--- src/rtl/xdma_w_beat_framer.sv ---
// xdma_w_beat_framer
// Frames the narrow beat stream coming out of the XDMA write-path width
// converter into AXI4 W-channel bursts. The burst length for each burst is
// taken from a command handshake issued by the AW-side logic. Beats are
// forwarded through a single registered output stage with full strobes and
// WLAST generated on the final beat of each burst.
//
// Ports:
//   clk_i        clock, all state updates on rising edge
//   rst_i        asynchronous active-high reset
//   cmd_len_i    beats in next burst minus one (AxLEN)
//   cmd_valid_i  burst command valid
//   cmd_ready_o  burst command accepted (high only while idle)
//   data_i       input beat from width converter
//   valid_i      input beat valid
//   ready_o      input beat accepted
//   w_data_o     AXI W data (registered)
//   w_strb_o     AXI W strobe, all ones (registered)
//   w_last_o     AXI W last (registered)
//   w_valid_o    AXI W valid (registered)
//   w_ready_i    AXI W ready
//   busy_o       burst in progress or beat held in the output register
module xdma_w_beat_framer #(
  parameter int DW    = 64,
  parameter int LEN_W = 8
) (
  input  logic             clk_i,
  input  logic             rst_i,
  input  logic [LEN_W-1:0] cmd_len_i,
  input  logic             cmd_valid_i,
  output logic             cmd_ready_o,
  input  logic [DW-1:0]    data_i,
  input  logic             valid_i,
  output logic             ready_o,
  output logic [DW-1:0]    w_data_o,
  output logic [DW/8-1:0]  w_strb_o,
  output logic             w_last_o,
  output logic             w_valid_o,
  input  logic             w_ready_i,
  output logic             busy_o
);

  localparam int SW = DW / 8;

  typedef enum logic [0:0] {
    S_IDLE   = 1'b0,
    S_STREAM = 1'b1
  } state_e;

  state_e           state_q, state_d;
  logic [LEN_W-1:0] len_q, len_d;
  logic [LEN_W-1:0] cnt_q, cnt_d;
  logic [DW-1:0]    data_q, data_d;
  logic [SW-1:0]    strb_q, strb_d;
  logic             last_q, last_d;
  logic             valid_q, valid_d;
  logic             busy_q, busy_d;

  logic             cmd_fire_s;
  logic             in_fire_s;
  logic             last_beat_s;

  // Input is accepted only mid-burst, and only when the output slot is free
  // or draining this cycle; this is what gives zero-bubble streaming.
  assign cmd_ready_o = (state_q == S_IDLE);
  assign ready_o     = (state_q == S_STREAM) && (!valid_q || w_ready_i);
  assign cmd_fire_s  = cmd_valid_i && cmd_ready_o;
  assign in_fire_s   = valid_i && ready_o;
  // Counter is LEN_W wide so it meets len_q exactly on the last beat even
  // for the maximum length; the wrap after that beat is harmless.
  assign last_beat_s = (cnt_q == len_q);

  // Burst FSM: command capture in IDLE, beat counting in STREAM.
  always_comb begin
    state_d = state_q;
    len_d   = len_q;
    cnt_d   = cnt_q;
    case (state_q)
      S_IDLE: begin
        if (cmd_fire_s) begin
          len_d   = cmd_len_i;
          cnt_d   = {LEN_W{1'b0}};
          state_d = S_STREAM;
        end else begin
          state_d = S_IDLE;
        end
      end
      S_STREAM: begin
        if (in_fire_s) begin
          cnt_d = cnt_q + {{(LEN_W-1){1'b0}}, 1'b1};
          if (last_beat_s) begin
            state_d = S_IDLE;
          end else begin
            state_d = S_STREAM;
          end
        end else begin
          state_d = S_STREAM;
        end
      end
      default: begin
        state_d = S_IDLE;
        len_d   = {LEN_W{1'b0}};
        cnt_d   = {LEN_W{1'b0}};
      end
    endcase
  end

  // Output stage: fill on input fire (replacing a draining beat), else
  // release the slot once the W handshake completes.
  always_comb begin
    data_d  = data_q;
    strb_d  = strb_q;
    last_d  = last_q;
    valid_d = valid_q;
    if (in_fire_s) begin
      data_d  = data_i;
      strb_d  = {SW{1'b1}};
      last_d  = last_beat_s;
      valid_d = 1'b1;
    end else if (valid_q && w_ready_i) begin
      last_d  = 1'b0;
      valid_d = 1'b0;
    end else begin
      valid_d = valid_q;
    end
    busy_d = (state_d == S_STREAM) || valid_d;
  end

  // State and output registers with asynchronous reset.
  always_ff @(posedge clk_i or posedge rst_i) begin
    if (rst_i) begin
      state_q <= S_IDLE;
      len_q   <= {LEN_W{1'b0}};
      cnt_q   <= {LEN_W{1'b0}};
      data_q  <= {DW{1'b0}};
      strb_q  <= {SW{1'b0}};
      last_q  <= 1'b0;
      valid_q <= 1'b0;
      busy_q  <= 1'b0;
    end else begin
      state_q <= state_d;
      len_q   <= len_d;
      cnt_q   <= cnt_d;
      data_q  <= data_d;
      strb_q  <= strb_d;
      last_q  <= last_d;
      valid_q <= valid_d;
      busy_q  <= busy_d;
    end
  end

  assign w_data_o  = data_q;
  assign w_strb_o  = strb_q;
  assign w_last_o  = last_q;
  assign w_valid_o = valid_q;
  assign busy_o    = busy_q;

endmodule
--- config.mk ---
export PLATFORM = sky130hd
export DESIGN_NAME = xdma_w_beat_framer
export DESIGN_NICKNAME = d
export VERILOG_FILES = /design/src/rtl/xdma_w_beat_framer.sv
export SDC_FILE = /design/constraint.sdc
export NUM_CORES = 1
export LEC_CHECK = 0
export BUFFER_PORTS_ARGS = -buffer_cell sky130_fd_sc_hd__buf_2
export CORE_MARGIN = 2
export CORE_UTILIZATION = 40
export DETAILED_ROUTE_END_ITERATION = 6
export PLACE_DENSITY = 0.69
export REMOVE_ABC_BUFFERS = 1
export SYNTH_ARGS = -nofsm -noshare
export SYNTH_HDL_FRONTEND = slang
export SYNTH_SLANG_ARGS = --single-unit
--- constraint.sdc ---
create_clock -name clk_i -period 3.4 [get_ports clk_i]
set_input_delay 0.68 -clock clk_i [delete_from_list [all_inputs] [get_ports clk_i]]
set_output_delay 0.68 -clock clk_i [all_outputs]
set_load 0.1 [all_outputs]
==> impl_table.tex, run 1 <==
\begin{tabular}{lr}
\hline
Metric & Value \\
\hline
\multicolumn{2}{l}{\textbf{Finish}} \\
\quad Fill cell instance count of the final layout & 808 \\
\quad Non-filler cells, final & 642 \\
\quad FF+latch area & 2130 sq um \\
\quad Layout overhead on the synthesized area & 28.4\% \\
\quad Diode count & 0 \\
\quad Layout cell share with drive strength beyond 1 & 33.0\% \\
\quad Area of the multi-input gates & 1180 sq um \\
\quad Post-route cell area & 4470 sq um \\
\quad Final-stage net count & 607 \\
\quad Core Util, Final & 52.1\% \\
\multicolumn{2}{l}{\textbf{Placement}} \\
\quad Number of buffer cells added on primary ports & 153 \\
\quad Minimum setup slack after placement & 1.03 ns \\
\quad Placed Instance Area & 4270 sq um \\
\quad Number of placed instances, taps included & 626 \\
\quad RD Place Congestion & 0.770 \\
\quad HPWL Detailed & 5.42 mm \\
\multicolumn{2}{l}{\textbf{Logic synthesis}} \\
\quad Mapped Avg Cell Area & 9.05 sq um \\
\quad Post-Synthesis Cells & 385 \\
\quad Main flop type after synthesis & sky130\_fd\_sc\_hd\_\_dfrtp\_1 \\
\quad Top post-synthesis cells by count & sky130\_fd\_sc\_hd\_\_nand2\_1, sky130\_fd\_sc\_hd\_\_dfrtp\_1, sky130\_fd\_sc\_hd\_\_xnor2\_1, sky130\_fd\_sc\_hd\_\_buf\_4 \\
\quad Combinational family with the most area after synthesis & simple AND/OR/NAND/NOR gates \\
\quad Yosys top cell by area & sky130\_fd\_sc\_hd\_\_dfrtp\_1 \\
\quad Yosys Warn Count & 0 \\
\quad Complex-gate fraction of the synthesized area & 0.898\% \\
\quad Async set-reset flop share out of synthesis & 100\% \\
\quad Simple-gate share of the synthesized area & 29.2\% \\
\quad Number of unique standard cell types used by synthesis & 27 \\
\quad Proportion of netlist area held by the largest area contributor & 61.1\% \\
\quad Netlist area before placement & 3480 sq um \\
\quad Most common cell in the netlist & sky130\_fd\_sc\_hd\_\_nand2\_1 \\
\quad Sequential cell area fraction in the yosys report & 61.1\% \\
\quad Parity-gate share of the synthesized area counting xor and xnor cells & 3.27\% \\
\quad Post-synth EDFFs & 0 \\
\quad Top area cells in the synthesized netlist & sky130\_fd\_sc\_hd\_\_dfrtp\_1, sky130\_fd\_sc\_hd\_\_nand2\_1, sky130\_fd\_sc\_hd\_\_xnor2\_1 \\
\quad Number of storage elements in the synthesis netlist & 85 \\
\quad Post-synthesis mux area share & 0\% \\
\quad Adder-cell area share of the yosys netlist & 0.359\% \\
\multicolumn{2}{l}{\textbf{Global route}} \\
\quad Antenna violations before repair & 0 \\
\quad GRT Residual Overflow & 0 \\
\quad Pin count of the biggest net entering global routing & 86 \\
\quad Number of global-route vias before repair & 2974 \\
\quad Overall routing resource usage & 17.4\% \\
\quad Global-route wire length before repair & 13.5 mm \\
\multicolumn{2}{l}{\textbf{Drt}} \\
\quad Routed length per placed instance & 12.2 um \\
\quad Number of vias per cell after detailed routing & 4.50 \\
\quad Antenna violation net count after detailed routing & 0 \\
\quad Via count & 2891 \\
\quad Routed WL & 7.84 mm \\
\quad Initial detailed-routing violation count & 78 \\
\quad Initial DRT Pass Iterations & 4 \\
\quad Residual DRC count & 0 \\
\multicolumn{2}{l}{\textbf{Critical path}} \\
\quad Reg-to-reg slack, setup & 1.59 ns \\
\quad Cells traversed along the worst timing path & buf\_2 > nand2b\_1 > and2\_1 > buf\_2 \\
\quad Number of buffers and inverters on the critical path & 2 \\
\quad Worst r2r src & state\_q\$\_DFF\_PP0\_ \\
\quad R2r endpoint & w\_data\_o[3]\$\_DFFE\_PP0P\_ \\
\quad Top cell by count, worst path & sky130\_fd\_sc\_hd\_\_buf\_2 \\
\quad Depth of the critical timing path with buffers and inverters included & 4 \\
\quad Crit. End Element & output pin \\
\quad Data arrival time at the worst-slack endpoint & 1.68 ns \\
\quad Required time at the endpoint of the critical path & 2.72 ns \\
\quad Biggest cell delay along the critical path & 0.42 ns \\
\quad Element type at the critical path start & input port \\
\quad Biggest fanout along the worst timing path & 11 \\
\quad Setup Crit Path Kind & input port to output pin \\
\quad Crit-path leading delay family & buffers and inverters \\
\quad Worst-case reg-to-reg path depth & 5 \\
\quad Critical Path Slowest Stage Cell & sky130\_fd\_sc\_hd\_\_buf\_2 \\
\multicolumn{2}{l}{\textbf{Die}} \\
\quad Horizontal extent of the die & 97.3 um \\
\quad Core Area & 8590 sq um \\
\quad Row count & 34 \\
\quad Effective utilization at floorplan & 40.5\% \\
\quad Full die area & 9470 sq um \\
\quad Boundary pin count & 154 \\
\quad Height of the chip & 97.3 um \\
\multicolumn{2}{l}{\textbf{Clocking}} \\
\quad Clock root buffer & sky130\_fd\_sc\_hd\_\_clkbuf\_8 \\
\quad Post-CTS Hold Buffers & 0 \\
\quad Post-CTS clock slew at the launch and capture registers of the worst setup and hold paths & 0.09 ns \\
\quad Clock tree from TritonCTS & built \\
\quad Clock sink total & 85 \\
\quad Insertion delay of the later-clocked pin in the worst-skew pair & 0.35 ns \\
\quad Gates resized, CTS repair & 0 \\
\quad Bufs on Longest Clock Path & 2 \\
\quad \# H-tree levels & 3 \\
\quad Post-CTS Setup Inserts & 0 \\
\quad Cts bufs inserted & 9 \\
\multicolumn{2}{l}{\textbf{Flow run}} \\
\quad Number of max-cap violations & 0 \\
\multicolumn{2}{l}{\textbf{Power and ir drop}} \\
\quad Pleak & 0.00254 uW \\
\quad Net Sw Frac & 52.8\% \\
\quad Share of power burned in registers & 34.4\% \\
\quad Clock share of power & 17.3\% \\
\quad Worst voltage drop across the vdd grid & 0.000461 V \\
\quad Internal power component & 1970 uW \\
\quad Power density relative to cell area & 932 nW/um\^{}2 \\
\quad Switching power of the nets & 2200 uW \\
\quad Comb pwr share & 48.3\% \\
\multicolumn{2}{l}{\textbf{STA}} \\
\quad Number of max-slew violations in the final report & 0 \\
\quad Transition time at the pin with the least slew margin & 0.585 ns \\
\quad Max-Slew Margin vs Limit & 61.0\% \\
\quad Final critical-path required period & 2.36 ns \\
\quad Setup repair after global routing missed its margin & no \\
\quad Share of the cycle needed by the critical path after routing & 69.5\% \\
\quad Worst-case setup margin in the final layout & 1.04 ns \\
\quad Achievable clock frequency & 0.423 GHz \\
\quad Setup skew after layout & 0.0100 ns \\
\quad Final-report hold violation count & 0 \\
\quad Setup violations, final & 0 \\
\multicolumn{2}{l}{\textbf{Worst hold path}} \\
\quad Hold Path Class & input port to async pin \\
\multicolumn{2}{l}{\textbf{Outcome}} \\
\quad Result of the run & completed \\
\hline
\end{tabular}
kinds of logic after synthesis:
logic type	after synthesis
fa+ha+maj	1
xor+xnor	13
compound gates	5
buf+inv	27
flops	85
simple gates	254
through the flow:
stage                     setup TNS [ns]  total power [uW]  hold slack [ns]
after floorplan                   -20.86              3100            0.467
after global placement                 0              3450            0.452
after detailed placement               0              3480            0.458
after CTS                              0              4210            0.429
after global routing                   0              4390            0.450
final                                  0              4170            0.411
flip-flops by register name, summed over array words and instances (netlist names):
register	count
w_data_o	64
cnt_q	8
w_valid_o	1
w_strb_o	1
busy_o	1
w_last_o	1
len_q	8
state_q	1
per-layer routing:
layer	track usage, %	wire, um	up-vias
li1	-	-	1458
met1	22.5	3440	1328
met2	29.0	3770	96
met3	5.25	558	9
met4	4.38	83	0
met5	0	0	-
placed cells by master, fill, tap and decap left out, drive strengths merged:
| cell type | synthesis | routed |
|---|---|---|
| nand3b | 1 | 1 |
| dfrtp | 85 | 85 |
| o31ai | 1 | 1 |
| buf | 18 | 157 |
| a31o | 1 | 1 |
| nand2b | 2 | 2 |
| nand2 | 225 | 225 |
| a21oi | 1 | 1 |
| and2 | 5 | 5 |
| ha | 1 | 1 |
| clkinv | 0 | 4 |
| inv | 3 | 2 |
| nor2 | 6 | 6 |
| and3 | 1 | 1 |
| or3 | 1 | 1 |
| bufinv | 0 | 1 |
| and2b | 1 | 1 |
| xor2 | 4 | 4 |
| nor3 | 1 | 1 |
| o21ai | 2 | 2 |
| nand4 | 6 | 6 |
| and4 | 1 | 1 |
| clkbuf | 6 | 11 |
| xnor2 | 9 | 9 |
| nand3 | 4 | 4 |
| clkinvlp | 0 | 1 |
power by group through the flow:
stage | Clock [uW] | Combinational [uW] | Sequential, uW
floorplan | 0 | 406 | 2700
global placement | 0 | 2000 | 1450
detailed placement | 0 | 2030 | 1450
CTS | 743 | 2030 | 1440
global route | 793 | 2130 | 1470
finish | 721 | 2010 | 1440
cell type report:
type                    instances  area share (%)
inverters                       3           0.280
clock inverters                 5            1.34
multi-input cells             273            26.3
flip-flops and latches         85            47.6
clock buffers                  11            3.16
repair buffers                157            18.3
well taps                     108            3.02
worst max-delay path by stage:
stage	from	endpoint	slack [ns]
detailed placement	w_ready_i	ready_o	1.03
CTS	w_ready_i	ready_o	1.04
global placement	w_ready_i	ready_o	1.04
finish	w_ready_i	ready_o	1.04
floorplan	w_strb_o[0]$_DFFE_PP0P_	w_strb_o[0]	-2.34
global route	w_ready_i	ready_o	0.99
worst reg2reg max path, delay by kind of cell, from the launching register on:
kind | cells | cell delay (ns)
simple gates | 4 | 1.06
flops | 1 | 0.41
buf+inv | 1 | 0.29
No activity file was read; power rests on OpenSTA's default activity.
==> run 2, diff against run 1 <==
PLACE_DENSITY = 0.72   (was 0.69)
clock period = 1.9 ns   (was 3.4 ns; I/O delays follow)
==> run 2 against run 1 <==
Against the previous run: global-route usage fell by 0.13 points; flip-flop and latch count stayed put; combinational power rose by 80%; worst hold slack got worse by 0.37 ns; count of clock-buffer cells in the layout fell by 1; sequential share of layout area fell by 0.86 points; wire length about the same; non-clock buffer count increased by 4; register-to-register slack worse by 1.2 ns; critical path type is now flip-flop to output pin; critical endpoint is now cmd_ready_o; largest cell class unchanged.
==> impl_table.tex, run 2 (synthesis results as in run 1) <==
\begin{tabular}{lr}
\hline
Metric & Value \\
\hline
\multicolumn{2}{l}{\textbf{Finish}} \\
\quad Final-stage net count & 611 (+0.66\%) \\
\quad Highest-count cells in the layout ignoring fill and taps & sky130\_fd\_sc\_hd\_\_nand2\_1, sky130\_fd\_sc\_hd\_\_buf\_2, sky130\_fd\_sc\_hd\_\_dfrtp\_1 \\
\quad Layout overhead on the synthesized area & 30.8\% \\
\quad Core Util, Final & 53.0\% (+0.96 points) \\
\quad Layout cell share with drive strength beyond 1 & 33.5\% (+0.50 points) \\
\quad Most common cell after layout, fill and taps aside & sky130\_fd\_sc\_hd\_\_nand2\_1 \\
\quad Max FFs per register & 64 (unchanged) \\
\quad Diode count & 0 (unchanged) \\
\multicolumn{2}{l}{\textbf{Critical path}} \\
\quad Cells traversed along the worst timing path & inv\_1 > buf\_2 \\
\quad Element type at the critical path start & flip-flop \\
\quad R2r endpoint & w\_data\_o[8]\$\_DFFE\_PP0P\_ \\
\quad Number of buffers and inverters on the critical path & 2 (unchanged) \\
\quad Biggest fanout along the worst timing path & 6 (-5) \\
\quad Required time at the endpoint of the critical path & 1.52 ns (-1.20 ns) \\
\quad Setup crit start & state\_q\$\_DFF\_PP0\_ \\
\quad Data arrival time at the worst-slack endpoint & 1.38 ns (-0.30 ns) \\
\quad Crit. End Element & output pin \\
\quad Worst r2r src & state\_q\$\_DFF\_PP0\_ \\
\quad Setup Crit Path Kind & flip-flop to output pin \\
\quad Crit-path leading delay family & buffers and inverters \\
\quad Worst-case reg-to-reg path depth & 5 (unchanged) \\
\quad Critical Path Slowest Stage Cell & sky130\_fd\_sc\_hd\_\_buf\_2 \\
\quad Reg-to-reg slack, setup & 0.38 ns (-1.21 ns) \\
\quad Biggest cell delay along the critical path & 0.45 ns (+0.03 ns) \\
\multicolumn{2}{l}{\textbf{STA}} \\
\quad Achievable clock frequency & 0.568 GHz \\
\quad Setup TNS Final & 0 ns (unchanged) \\
\quad Hold\_ws & 0.0457 ns (-0.365 ns) \\
\quad Number of max-slew violations in the final report & 0 (unchanged) \\
\quad Transition time at the pin with the least slew margin & 0.526 ns (-0.0591 ns) \\
\quad Max-Slew Margin vs Limit & 64.9\% (+3.9 points) \\
\quad Final-report hold violation count & 0 (unchanged) \\
\quad Share of the cycle needed by the critical path after routing & 92.6\% \\
\quad Final critical-path required period & 1.76 ns \\
\quad Setup repair after global routing missed its margin & no \\
\quad Setup violations, final & 0 (unchanged) \\
\quad Setup skew after layout & 0.00838 ns (-0.00163 ns) \\
\multicolumn{2}{l}{\textbf{Drt}} \\
\quad Number of vias per cell after detailed routing & 4.52 (+0.31\%) \\
\quad Initial detailed-routing violation count & 115 (+47\%) \\
\quad Via count & 2918 (+0.93\%) \\
\quad Routed length per placed instance & 12.1 um (-0.63\%) \\
\quad Antenna violation net count after detailed routing & 0 (unchanged) \\
\quad Residual DRC count & 0 (unchanged) \\
\quad Routed WL & 7.84 mm (about the same) \\
\quad Initial DRT Pass Iterations & 4 (unchanged) \\
\multicolumn{2}{l}{\textbf{Power and ir drop}} \\
\quad Worst voltage drop across the vdd grid & 0.000660 V (+43\%) \\
\quad Pleak & 0.00258 uW (+1.7\%) \\
\quad Power density relative to cell area & 1690 nW/um\^{}2 (+82\%) \\
\multicolumn{2}{l}{\textbf{Worst hold path}} \\
\quad Hold Path Class & input port to async pin \\
\multicolumn{2}{l}{\textbf{Die}} \\
\quad Core Area & 8590 sq um (unchanged) \\
\quad Height of the chip & 97.3 um (unchanged) \\
\quad Boundary pin count & 154 (unchanged) \\
\quad Row count & 34 (unchanged) \\
\quad Effective utilization at floorplan & 40.5\% (unchanged) \\
\quad Horizontal extent of the die & 97.3 um (unchanged) \\
\quad Full die area & 9470 sq um (unchanged) \\
\multicolumn{2}{l}{\textbf{Clocking}} \\
\quad Cts bufs inserted & 9 (unchanged) \\
\quad Bufs on Longest Clock Path & 2 (unchanged) \\
\quad Clock tree from TritonCTS & built \\
\quad Insertion delay of the later-clocked pin in the worst-skew pair & 0.35 ns (about the same) \\
\quad Post-CTS Hold Buffers & 0 (unchanged) \\
\quad Clock sink total & 85 (unchanged) \\
\quad Post-CTS Setup Inserts & 0 (unchanged) \\
\quad \# H-tree levels & 3 (unchanged) \\
\quad Post-CTS clock slew at the launch and capture registers of the worst setup and hold paths & 0.09 ns (about the same) \\
\quad Clock root buffer & sky130\_fd\_sc\_hd\_\_clkbuf\_8 \\
\quad Gates resized, CTS repair & 0 (unchanged) \\
\multicolumn{2}{l}{\textbf{Global route}} \\
\quad Pin count of the biggest net entering global routing & 37 (-57\%) \\
\quad Overall routing resource usage & 17.3\% (-0.13 points) \\
\quad Number of global-route vias before repair & 2882 (-3.1\%) \\
\quad GRT Residual Overflow & 0 (unchanged) \\
\quad Global-route wire length before repair & 13.3 mm (-1.4\%) \\
\quad Antenna violations before repair & 0 (unchanged) \\
\multicolumn{2}{l}{\textbf{Placement}} \\
\quad HPWL Detailed & 5.57 mm (+2.6\%) \\
\quad RD Place Congestion & 0.827 (+7.3\%) \\
\quad Number of buffer cells added on primary ports & 153 (unchanged) \\
\multicolumn{2}{l}{\textbf{Outcome}} \\
\quad Result of the run & completed \\
\multicolumn{2}{l}{\textbf{Flow run}} \\
\quad Number of max-cap violations & 0 (unchanged) \\
\hline
\end{tabular}
-- run 2: how the worst max path moves through the flow --
| stage | endpoint | cells after the start | slack [ns] |
|---|---|---|---|
| 2_1_floorplan | w_strb_o[0]$_DFFE_PP0P_ | 1 | -3.64 |
| 3_3_place_gp | w_data_o[36]$_DFFE_PP0P_ | 7 | 0.35 |
| 3_5_place_dp | w_data_o[4]$_DFFE_PP0P_ | 7 | 0.33 |
| 4_1_cts | cmd_ready_o | 2 | 0.11 |
| 5_1_grt | cmd_ready_o | 2 | 0.07 |
| 6_report | cmd_ready_o | 2 | 0.14 |
-- run 2: metal layers --
metal / up-vias / wire, um / share of wire, % / global-route usage, %
met2: 80 / 3800 / 48 / 28.5
met1: 1361 / 3500 / 45 / 22.6
met3: 12 / 406 / 5.2 / 3.53
met5: - / 0 / 0 / 0
met4: 0 / 139 / 1.8 / 6.84
li1: 1465 / - / - / -
-- run 2: layout make-up --
cell class / count / area (sq um)
Inverter: 3 / 12.5
Sequential cell: 85 / 2130
Multi-Input combinational cell: 273 / 1180
Fill cell: 833 / 4040
Clock inverter: 6 / 111
Clock buffer: 10 / 128
Tap cell: 108 / 135
Timing Repair Buffer: 161 / 866
-- run 2: worst register-to-register path, cell delays in order, from the launching register on --
cell and delay [ns]:
sky130_fd_sc_hd__dfrtp_1 0.41, sky130_fd_sc_hd__and2_1 0.32, sky130_fd_sc_hd__and2_2 0.21, sky130_fd_sc_hd__buf_4 0.33, sky130_fd_sc_hd__nand2_1 0.13, sky130_fd_sc_hd__nand2_1 0.06
-- run 2: metrics by stage --
stage               cells  instance area (sq um)  setup slack [ns]  total power, uW
floorplan             361                   3310             -3.64             5550
global placement      630                   4320             0.354             6190
detailed placement    630                   4320             0.325             6240
CTS                   646                   4560             0.112             7790
global route          646                   4560            0.0745             8090
finish                646                   4560             0.140             7710
-- run 2: where the power goes --
| group | total, uW | internal [uW] | switching (uW) |
|---|---|---|---|
| Combinational | 3620 | 635 | 2990 |
| Sequential | 2570 | 2260 | 311 |
| Clock | 1520 | 874 | 647 |
==> run 3, diff against run 2 <==
CORE_ASPECT_RATIO = 0.75   (was not set)
==> run 3 against run 2 <==
Against the previous run: flip-flop and latch count unchanged; critical path depth up 1; register-to-register slack worse by 0.06 ns; critical endpoint is now ready_o; die area about the same; critical path type unchanged; first-iteration DRC count up 70%; clock power up 20%; clock skew down 0.0040 ns; wire length up 2.8%; total power up 4.2%.
==> impl_table.tex, run 3 (synthesis results as in run 1) <==
\begin{tabular}{lr}
\hline
Metric & Value \\
\hline
\multicolumn{2}{l}{\textbf{Critical path}} \\
\quad Element type at the critical path start & flip-flop \\
\quad Setup Crit Path Kind & flip-flop to output pin \\
\quad Required time at the endpoint of the critical path & 1.52 ns (about the same) \\
\quad Reg-to-reg slack, setup & 0.32 ns (-0.06 ns) \\
\quad Crit. End Element & output pin \\
\quad Biggest fanout along the worst timing path & 8 (+2) \\
\quad Data arrival time at the worst-slack endpoint & 1.38 ns (about the same) \\
\multicolumn{2}{l}{\textbf{Die}} \\
\quad Boundary pin count & 154 (unchanged) \\
\quad Effective utilization at floorplan & 41.2\% (+0.67 points) \\
\quad Full die area & 9480 sq um (about the same) \\
\quad Horizontal extent of the die & 112 um (+15\%) \\
\quad Core Area & 8450 sq um (-1.6\%) \\
\quad Height of the chip & 84.8 um (-13\%) \\
\quad Row count & 29 (-15\%) \\
\multicolumn{2}{l}{\textbf{Drt}} \\
\quad Number of vias per cell after detailed routing & 4.53 (+0.27\%) \\
\quad Via count & 2935 (+0.58\%) \\
\quad Routed length per placed instance & 12.4 um (+2.5\%) \\
\quad Routed WL & 8.06 mm (+2.8\%) \\
\quad Initial detailed-routing violation count & 196 (+70\%) \\
\quad Residual DRC count & 0 (unchanged) \\
\quad Antenna violation net count after detailed routing & 0 (unchanged) \\
\quad Initial DRT Pass Iterations & 4 (unchanged) \\
\multicolumn{2}{l}{\textbf{Finish}} \\
\quad Final-stage net count & 613 (+0.33\%) \\
\quad Most common cell after layout, fill and taps aside & sky130\_fd\_sc\_hd\_\_nand2\_1 \\
\quad Layout cell share with drive strength beyond 1 & 33.1\% (-0.31 points) \\
\quad Layout overhead on the synthesized area & 32.9\% \\
\quad Diode count & 0 (unchanged) \\
\quad Fill cell instance count of the final layout & 750 (-10\%) \\
\quad Non-filler cells, final & 648 (+0.31\%) \\
\quad Core Util, Final & 54.8\% (+1.8 points) \\
\quad Highest-count cells in the layout ignoring fill and taps & sky130\_fd\_sc\_hd\_\_nand2\_1, sky130\_fd\_sc\_hd\_\_buf\_2, sky130\_fd\_sc\_hd\_\_dfrtp\_1 \\
\quad Max FFs per register & 64 (unchanged) \\
\multicolumn{2}{l}{\textbf{Flow run}} \\
\quad Number of max-cap violations & 0 (unchanged) \\
\multicolumn{2}{l}{\textbf{Power and ir drop}} \\
\quad Comb pwr share & 45.1\% (-1.9 points) \\
\quad Clock share of power & 22.8\% (+3.1 points) \\
\quad Total Power Consumption & 8030 uW (+4.2\%) \\
\quad Worst voltage drop across the vdd grid & 0.00107 V (+62\%) \\
\quad Switching power of the nets & 3980 uW (+0.99\%) \\
\quad Net Sw Frac & 49.6\% (-1.6 points) \\
\quad Share of power burned in registers & 32.1\% (-1.2 points) \\
\quad Internal power component & 4050 uW (+7.5\%) \\
\quad Pleak & 0.00262 uW (+1.3\%) \\
\quad Power density relative to cell area & 1730 nW/um\^{}2 (+2.5\%) \\
\multicolumn{2}{l}{\textbf{Clocking}} \\
\quad Cts bufs inserted & 9 (unchanged) \\
\quad Clock root buffer & sky130\_fd\_sc\_hd\_\_clkbuf\_16 \\
\quad Post-CTS Setup Inserts & 0 (unchanged) \\
\quad Post-CTS Hold Buffers & 1 (+1) \\
\quad Gates resized, CTS repair & 0 (unchanged) \\
\quad Bufs on Longest Clock Path & 2 (unchanged) \\
\quad \# H-tree levels & 3 (unchanged) \\
\quad Clock tree from TritonCTS & built \\
\quad Clock sink total & 85 (unchanged) \\
\quad Insertion delay of the later-clocked pin in the worst-skew pair & 0.33 ns (-0.02 ns) \\
\quad Post-CTS clock slew at the launch and capture registers of the worst setup and hold paths & 0.06 ns (-0.03 ns) \\
\multicolumn{2}{l}{\textbf{STA}} \\
\quad Share of the cycle needed by the critical path after routing & 92.8\% (+0.21 points) \\
\quad Max-Slew Margin vs Limit & 66.9\% (+2.1 points) \\
\quad Hold\_ws & 0.235 ns (+0.189 ns) \\
\quad Transition time at the pin with the least slew margin & 0.499 ns (-0.0268 ns) \\
\quad Final critical-path required period & 1.76 ns (+0.00399 ns) \\
\quad Final-report hold violation count & 0 (unchanged) \\
\quad Number of max-slew violations in the final report & 0 (unchanged) \\
\quad Achievable clock frequency & 0.567 GHz (-0.23\%) \\
\quad Setup repair after global routing missed its margin & no \\
\quad Setup TNS Final & 0 ns (unchanged) \\
\quad Setup skew after layout & 0.00443 ns (-0.00396 ns) \\
\quad Setup violations, final & 0 (unchanged) \\
\multicolumn{2}{l}{\textbf{Global route}} \\
\quad GRT Residual Overflow & 0 (unchanged) \\
\quad Antenna violations before repair & 0 (unchanged) \\
\quad Global-route wire length before repair & 13.6 mm (+2.0\%) \\
\quad Number of global-route vias before repair & 2809 (-2.5\%) \\
\quad Overall routing resource usage & 18.0\% (+0.67 points) \\
\quad Pin count of the biggest net entering global routing & 42 (+14\%) \\
\multicolumn{2}{l}{\textbf{Placement}} \\
\quad Number of placed instances, taps included & 631 (+0.16\%) \\
\quad RD Place Congestion & 0.831 (+0.50\%) \\
\quad HPWL Detailed & 5.73 mm (+3.0\%) \\
\quad Number of buffer cells added on primary ports & 153 (unchanged) \\
\multicolumn{2}{l}{\textbf{Outcome}} \\
\quad Result of the run & completed \\
\multicolumn{2}{l}{\textbf{Worst hold path}} \\
\quad Hold Path Class & input port to flip-flop \\
\hline
\end{tabular}
==> run 3: changes by cell type in the layout (fill, tap and decap cells not counted) <==
| cell | change |
|---|---|
| sky130_fd_sc_hd__dlygate4sd3_1 | +1 |
| sky130_fd_sc_hd__bufinv_16 | -1 |
| sky130_fd_sc_hd__clkbuf_8 | -9 |
| sky130_fd_sc_hd__clkinv_4 | -1 |
| sky130_fd_sc_hd__buf_4 | +2 |
| sky130_fd_sc_hd__buf_12 | -1 |
| sky130_fd_sc_hd__clkbuf_16 | +9 |
| sky130_fd_sc_hd__clkbuf_1 | +2 |
==> run 3: power groups by stage <==
stage | clock [uW] | sequential, uW | combinational (uW)
after floorplan | 0 | 4820 | 727
after global routing | 1960 | 2640 | 3800
after CTS | 1890 | 2580 | 3650
final | 1830 | 2580 | 3620
after global placement | 0 | 2590 | 3610
after detailed placement | 0 | 2600 | 3650
==> run 3: critical path, cell delays in order (launching register included) <==
cell	delay (ns)
sky130_fd_sc_hd__dfrtp_1	0.38
sky130_fd_sc_hd__nand2b_1	0.26
sky130_fd_sc_hd__and2_1	0.23
sky130_fd_sc_hd__buf_12	0.18
==> run 3: worst paths after layout <==
check | depth (start not counted) | to | start
min in group asynchronous | 3 | w_data_o[32]$_DFFE_PP0P_ | rst_i
worst max-delay path | 3 | ready_o | w_valid_o$_DFF_PP0_
worst max register to register | 6 | w_data_o[31]$_DFFE_PP0P_ | w_valid_o$_DFF_PP0_
worst min register to register | 2 | w_data_o[28]$_DFFE_PP0P_ | w_data_o[28]$_DFFE_PP0P_
worst min-delay path | 3 | w_data_o[8]$_DFFE_PP0P_ | data_i[8]
max in group asynchronous | 4 | w_data_o[63]$_DFFE_PP0P_ | rst_i
==> run 3: final cells by class <==
class                      count  area [sq um]  share of cell area (%)
clock buffer                  12           236                    5.11
clock inverter                 4          72.6                    1.57
inverter                       3          12.5                   0.270
multi-input combinational    273          1180                    25.4
sequential                    85          2130                    45.9
tap                          108           135                    2.92
timing repair buffer         163           871                    18.8
==> run 3: stage by stage <==
step                      instance area (sq um)  worst slack [ns]
after floorplan                            3310             -3.64
final                                      4630             0.136
after detailed placement                   4310             0.203
after global placement                     4310             0.242
after CTS                                  4630             0.119
after global routing                       4630            0.0372
==> run 3: routing by layer <==
layer	GRT usage (%)	routed length (um)	share of wire, %	vias up
met1	23.6	3700	46	1346
met4	5.95	79	0.98	0
met3	7.36	725	9.0	8
li1	-	-	-	1472
met5	0	0	0	-
met2	27.3	3560	44	109
